--- src/rtl/adder_pkg.sv ---
// rtl/adder_pkg.sv - shared nibble width and sequencer state encoding
package adder_pkg;

    localparam int NIBBLE_W = 4;

    typedef enum logic [1:0] {
        IDLE = 2'd0,
        RUN  = 2'd1,
        DONE = 2'd2
    } state_e;

endpackage

--- src/rtl/ripple_carry_4_bit_adder.sv ---
// rtl/ripple_carry_4_bit_adder.sv - 4-bit ripple carry adder, the nibble datapath
module ripple_carry_4_bit_adder (
    input  logic [3:0] a_i,
    input  logic [3:0] b_i,
    input  logic       cin_i,
    output logic [3:0] sum_o,
    output logic       cout_o
);

    logic carry;

    // bit-serial full-adder chain inside one nibble
    always_comb begin
        carry  = cin_i;
        sum_o  = '0;
        for (int i = 0; i < 4; i++) begin
            sum_o[i] = a_i[i] ^ b_i[i] ^ carry;
            carry    = (a_i[i] & b_i[i]) | (carry & (a_i[i] ^ b_i[i]));
        end
        cout_o = carry;
    end

endmodule

--- src/rtl/serial_nibble_adder.sv ---
// rtl/serial_nibble_adder.sv - multi-cycle add/subtract, one nibble per clock
module serial_nibble_adder
    import adder_pkg::*;
#(
    parameter int WIDTH = 16
) (
    input  logic             clk,
    input  logic             rst,
    input  logic             start,
    input  logic [WIDTH-1:0] a,
    input  logic [WIDTH-1:0] b,
    input  logic             sub,
    input  logic             cin,
    output logic             busy,
    output logic             done,
    output logic [WIDTH-1:0] sum,
    output logic             cout,
    output logic             ovf
);

    localparam int NIBBLES = WIDTH / NIBBLE_W;
    localparam int IDX_W   = (NIBBLES > 1) ? $clog2(NIBBLES) : 1;
    localparam logic [IDX_W-1:0] LAST_IDX = IDX_W'(NIBBLES - 1);

    state_e            state_q;
    logic [IDX_W-1:0]  idx_q;
    logic [WIDTH-1:0]  a_q;
    logic [WIDTH-1:0]  b_q;
    logic              carry_q;
    logic [WIDTH-1:0]  sum_q;
    logic              cout_q;
    logic              ovf_q;
    logic              busy_q;
    logic              done_q;

    logic [NIBBLE_W-1:0] a_nib;
    logic [NIBBLE_W-1:0] b_nib;
    logic [NIBBLE_W-1:0] nib_sum;
    logic                nib_cout;
    logic                ovf_d;

    assign a_nib = a_q[int'(idx_q) * NIBBLE_W +: NIBBLE_W];
    assign b_nib = b_q[int'(idx_q) * NIBBLE_W +: NIBBLE_W];

    ripple_carry_4_bit_adder u_nibble_adder (
        .a_i    (a_nib),
        .b_i    (b_nib),
        .cin_i  (carry_q),
        .sum_o  (nib_sum),
        .cout_o (nib_cout)
    );

    // Only meaningful on the MSB nibble: operand signs agree but result sign differs.
    assign ovf_d = (a_q[WIDTH-1] == b_q[WIDTH-1]) && (nib_sum[NIBBLE_W-1] != a_q[WIDTH-1]);

    // sequencer: latch operands on start, one nibble per clock, pulse done at the end
    always_ff @(posedge clk) begin
        if (rst) begin
            state_q <= IDLE;
            idx_q   <= '0;
            a_q     <= '0;
            b_q     <= '0;
            carry_q <= 1'b0;
            sum_q   <= '0;
            cout_q  <= 1'b0;
            ovf_q   <= 1'b0;
            busy_q  <= 1'b0;
            done_q  <= 1'b0;
        end else begin
            case (state_q)
                IDLE: begin
                    if (start) begin
                        a_q     <= a;
                        b_q     <= sub ? ~b : b;
                        carry_q <= sub ? 1'b1 : cin;
                        idx_q   <= '0;
                        sum_q   <= '0;
                        busy_q  <= 1'b1;
                        state_q <= RUN;
                    end
                end
                RUN: begin
                    sum_q[int'(idx_q) * NIBBLE_W +: NIBBLE_W] <= nib_sum;
                    carry_q <= nib_cout;
                    idx_q   <= idx_q + 1'b1;
                    if (idx_q == LAST_IDX) begin
                        cout_q  <= nib_cout;
                        ovf_q   <= ovf_d;
                        done_q  <= 1'b1;
                        state_q <= DONE;
                    end
                end
                DONE: begin
                    done_q  <= 1'b0;
                    busy_q  <= 1'b0;
                    state_q <= IDLE;
                end
                default: begin
                    state_q <= IDLE;
                end
            endcase
        end
    end

    assign busy = busy_q;
    assign done = done_q;
    assign sum  = sum_q;
    assign cout = cout_q;
    assign ovf  = ovf_q;

endmodule

--- config.mk ---
export PLATFORM = sky130hd
export DESIGN_NAME = serial_nibble_adder
export DESIGN_NICKNAME = d
export VERILOG_FILES = /design/src/rtl/adder_pkg.sv /design/src/rtl/ripple_carry_4_bit_adder.sv /design/src/rtl/serial_nibble_adder.sv
export SDC_FILE = /design/constraint.sdc
export NUM_CORES = 1
export LEC_CHECK = 0
export BUFFER_PORTS_ARGS = -buffer_cell sky130_fd_sc_hd__buf_2
export CAP_MARGIN = 40
export CORE_UTILIZATION = 58
export CTS_CLUSTER_DIAMETER = 60
export DETAILED_ROUTE_END_ITERATION = 8
export PLACE_DENSITY = 0.92
export SLEW_MARGIN = 20
export SYNTH_ARGS = -nofsm -noshare
export SYNTH_HDL_FRONTEND = slang
export SYNTH_SLANG_ARGS = --single-unit
export TNS_END_PERCENT = 100
--- constraint.sdc ---
create_clock -name clk -period 4.8 [get_ports clk]
set_clock_uncertainty 0.1 [all_clocks]
set_input_delay 0.96 -clock clk [delete_from_list [all_inputs] [get_ports clk]]
set_output_delay 0.96 -clock clk [all_outputs]
set_load 0.02 [all_outputs]
==> impl_metrics.prom <==
# TYPE chip_impl_metric gauge
chip_impl_metric{name="via_density_per_instance",unit=""} 5.53
chip_impl_metric{name="core_area",unit="um^2"} 4350
chip_impl_metric{name="worst_slew_pin_slew",unit="ps"} 565
chip_impl_metric{name="finalHoldViolations",unit=""} 0
chip_impl_metric{name="arrival",unit="ps"} 3740
chip_impl_metric{name="layout-drive-gt1-share",unit=""} 0.275
chip_impl_metric{name="setup_tns",unit="ps"} 0
chip_impl_metric{name="detail_route.wirelength",unit="mm"} 5.47
chip_impl_info{name="timing.critical_path.to_type",value="flip-flop"} 1
chip_impl_metric{name="dp_hpwl",unit="mm"} 3.79
chip_impl_metric{name="grt_max_degree",unit=""} 50
chip_impl_metric{name="post_dp_cell_area",unit="um^2"} 2870
chip_impl_metric{name="timing.slew.headroom",unit=""} 0.623
chip_impl_metric{name="synthMuxAreaShare",unit=""} 0.0869
chip_impl_info{name="crit_chain",value="buf_4 > mux4_2 > inv_1 > fa_1 > inv_1 > fa_1 > inv_1 > fa_1 > inv_1 > fa_1 > nor2b_1 > a22o_1"} 1
chip_impl_metric{name="layout.filler_cells",unit=""} 308
chip_impl_metric{name="fp.dieW",unit="um"} 69.4
chip_impl_metric{name="ys_ff_latch",unit=""} 57
chip_impl_metric{name="max_stage_delay",unit="ps"} 530
chip_impl_metric{name="drc",unit=""} 0
chip_impl_metric{name="boundaryPins",unit=""} 57
chip_impl_metric{name="worst_setup_hold_path_clk_slew",unit="ps"} 60
chip_impl_metric{name="synth_fp_nets",unit=""} 314
chip_impl_metric{name="cts_buffer_depth",unit=""} 2
chip_impl_metric{name="fp.dieArea",unit="um^2"} 4820
chip_impl_metric{name="cts.sinks",unit=""} 57
chip_impl_metric{name="synth-seq-area-share",unit=""} 0.433
chip_impl_metric{name="post-route-min-period",unit="ps"} 3550
chip_impl_metric{name="synth-edff-count",unit=""} 0
chip_impl_metric{name="report.final.setup_viol",unit=""} 0
chip_impl_metric{name="yosys.area_share.xor_xnor",unit=""} 0.0532
chip_impl_metric{name="post_layout_nets",unit=""} 364
chip_impl_metric{name="drv_slew",unit=""} 0
chip_impl_metric{name="antenna_found_initial",unit=""} 0
chip_impl_metric{name="netlist_instances",unit=""} 269
chip_impl_metric{name="area_growth",unit="%"} 15.7
chip_impl_metric{name="antenna_cells",unit=""} 0
chip_impl_info{name="timing.setup.critical_path_class",value="flip-flop to flip-flop"} 1
chip_impl_metric{name="cts-hold-fix-buffers",unit=""} 0
chip_impl_metric{name="vias",unit=""} 2080
chip_impl_metric{name="syn_area_per_cell",unit="um^2"} 9.80
chip_impl_info{name="crit_slowest_cell",value="fa_1"} 1
chip_impl_metric{name="power_density",unit="nW/um^2"} 343
chip_impl_metric{name="maxClockFrequency",unit="MHz"} 281
chip_impl_info{name="grt_setup_unrepaired",value="no"} 1
chip_impl_metric{name="io_buffer_count",unit=""} 56
chip_impl_metric{name="layout_worst_path_cycle_share",unit=""} 0.740
chip_impl_metric{name="max_h_tree_level",unit=""} 3
chip_impl_metric{name="worstPathBufferInverterCount",unit=""} 5
chip_impl_metric{name="synth_compound_area_frac",unit=""} 0.173
chip_impl_info{name="outcome",value="complete, no violations"} 1
chip_impl_info{name="clockRootBuffer",value="clkbuf_8"} 1
chip_impl_info{name="synthFlopType",value="dfxtp_1"} 1
chip_impl_metric{name="synth_cell_type_count",unit=""} 32
chip_impl_metric{name="irDropWorstVdd",unit="mV"} 0.215
chip_impl_metric{name="globalplace.congestion",unit=""} 0.840
chip_impl_info{name="startpoint_type",value="flip-flop"} 1
chip_impl_metric{name="pwr_total",unit="mW"} 1.04
chip_impl_metric{name="row_count",unit=""} 24
chip_impl_metric{name="p_leak",unit="nW"} 1.27
chip_impl_metric{name="post_cts_resized",unit=""} 0
chip_impl_info{name="hp_class",value="flip-flop to flip-flop"} 1
chip_impl_metric{name="layout.cell_area.non_filler",unit="um^2"} 3050
chip_impl_metric{name="async_flop_share",unit=""} 0
chip_impl_metric{name="numCtsBuffers",unit=""} 9
chip_impl_metric{name="grt_remaining_overflow",unit=""} 0
chip_impl_metric{name="floorplan.initialDensity",unit=""} 0.605
chip_impl_metric{name="synth_warnings",unit=""} 0
chip_impl_metric{name="die_y",unit="um"} 69.4
chip_impl_info{name="main_combinational_cell_family_by_area_after_synthesis",value="compound AO/OA/AOI/OAI gates"} 1
chip_impl_info{name="kind_of_cell_with_the_highest_combined_delay_on_the_critical_path",value="adder cells"} 1
chip_impl_metric{name="synth-adder-area-share",unit=""} 0.0494
chip_impl_metric{name="grt_pass1_vias",unit=""} 1999
chip_impl_metric{name="maxCapViolations",unit=""} 0
chip_impl_metric{name="post_cts_buffers",unit=""} 0
chip_impl_metric{name="gr-usage-all-layers",unit=""} 0.245
chip_impl_metric{name="drt_first_iter_violations",unit=""} 135
chip_impl_metric{name="path_max_fanout",unit=""} 9
chip_impl_metric{name="drt-wirelength-per-cell",unit="um"} 14.6
chip_impl_metric{name="grt_pass1_wl",unit="mm"} 9.09
chip_impl_info{name="clock_tree_from_tritoncts",value="done"} 1
chip_impl_metric{name="clock_latency",unit="ps"} 340
chip_impl_metric{name="synthSimpleGateAreaFrac",unit=""} 0.138
chip_impl_metric{name="timing.critical_path.required",unit="ps"} 4990
chip_impl_metric{name="ant_nets",unit=""} 0
chip_impl_metric{name="first_pass_iters",unit=""} 4
chip_impl_metric{name="netlist_area_before_placement",unit="um^2"} 2640
-- worst reg2reg max path: cells and delay by family (launching register included) --
kind	cells	cell delay, ps
DFF	1	470
muxes	1	530
AOI/OAI and AO/OA	1	210
adders and majority gates	4	1270
buffers and inverters	5	580
and+or+nand+nor	1	340
-- state kept, by name, summed over array words and instances, names as in the netlist, 2 cells and up --
signal and count:
idx_q 2, sum 16, b_q 16, state_q 2
a_q 16
-- where the power goes --
part | switching, mW | internal (mW)
Sequential | 0.0207 | 0.499
Clock | 0.181 | 0.184
Combinational | 0.0855 | 0.0744
-- area by class of cell --
class,count,area (um^2),share of cell area
Inverter,13,48.8,0.0160
Timing Repair Buffer,59,315,0.103
Clock inverter,4,20.0,0.00657
Tap cell,52,65.1,0.0213
Multi-Input combinational cell,179,1320,0.434
Clock buffer,12,135,0.0443
Sequential cell,57,1140,0.374
-- final timing paths --
path | startpoint | to | slack [ps] | cells after the start
worst max-delay path | idx_q[0]$_SDFFE_PP0P_ | sum[11]$_SDFFE_PP0P_ | 1250 | 12
worst min-delay path | a_q[11]$_SDFFE_PP0P_ | a_q[11]$_SDFFE_PP0P_ | 360 | 2
worst max register to register | idx_q[0]$_SDFFE_PP0P_ | sum[11]$_SDFFE_PP0P_ | 1250 | 12
worst min register to register | a_q[11]$_SDFFE_PP0P_ | a_q[11]$_SDFFE_PP0P_ | 360 | 2
-- synth_stat cells, types with 3 or more instances --
cell	instances	area, um^2
mux2_2	3	33.8
buf_6	3	33.8
clkbuf_1	5	18.8
a22o_1	16	140
buf_2	6	30.0
nand2_1	35	131
nor2b_1	6	37.5
inv_1	13	48.8
a21oi_1	25	125
and4_1	4	35.0
fa_1	4	80.1
ha_1	4	50.1
a211oi_1	18	135
xnor2_1	16	140
dfxtp_1	57	1140
mux4_2	8	180
nor2_1	24	90.1
buf_4	5	37.5
-- layer usage --
metal / global-route usage / vias up / part of all wire
li1: - / 1036 / -
met3: 0.0814 / 18 / 0.059
met1: 0.275 / 954 / 0.42
met4: 0.127 / 0 / 0.028
met5: 0 / - / 0
met2: 0.413 / 72 / 0.49
-- layout by cell type, fill, tap and decap left out --
| cell | count |
|---|---|
| o41ai_1 | 1 |
| nand2_1 | 35 |
| buf_2 | 56 |
| o21ai_0 | 2 |
| a21oi_1 | 25 |
| nand3b_1 | 2 |
| buf_12 | 1 |
| nor2b_2 | 1 |
| nor4b_1 | 1 |
| ha_1 | 4 |
| clkbuf_8 | 9 |
| xnor2_1 | 16 |
| and4_1 | 4 |
| nor3b_4 | 1 |
| o221a_2 | 1 |
| nor2b_1 | 6 |
| a21oi_2 | 1 |
| nor3_1 | 1 |
| buf_4 | 2 |
| inv_1 | 13 |
| clkbuf_1 | 3 |
| clkinv_2 | 4 |
| a211oi_1 | 18 |
| mux2_4 | 1 |
| a22o_1 | 16 |
| mux4_2 | 8 |
| mux2_2 | 3 |
| or3b_1 | 1 |
| dfxtp_1 | 57 |
| nor2_1 | 24 |
| nand3_1 | 2 |
| fa_1 | 4 |
| a21oi_4 | 1 |
-- per-stage QoR --
stage | instances | hold WS, ps | worst slack [ps] | utilization
finish | 376 | 359 | 1250 | 0.700
global route | 376 | 377 | 1050 | 0.700
CTS | 375 | 357 | 1220 | 0.696
detailed placement | 359 | 349 | 1260 | 0.660
global placement | 359 | 343 | 1560 | 0.660
floorplan | 269 | 333 | 1730 | -
-- kinds of logic (layout without fill, tap and decap cells) --
| family | Yosys count | after routing |
|---|---|---|
| buffers and inverters | 33 | 88 |
| XOR/XNOR | 16 | 16 |
| AO/OA/AOI/OAI | 65 | 65 |
| adder cells (fa/ha/maj) | 8 | 8 |
| flip-flops | 57 | 57 |
| AND/OR/NAND/NOR | 78 | 78 |
| multiplexers | 12 | 12 |
Power figures use the tool's default switching activity.
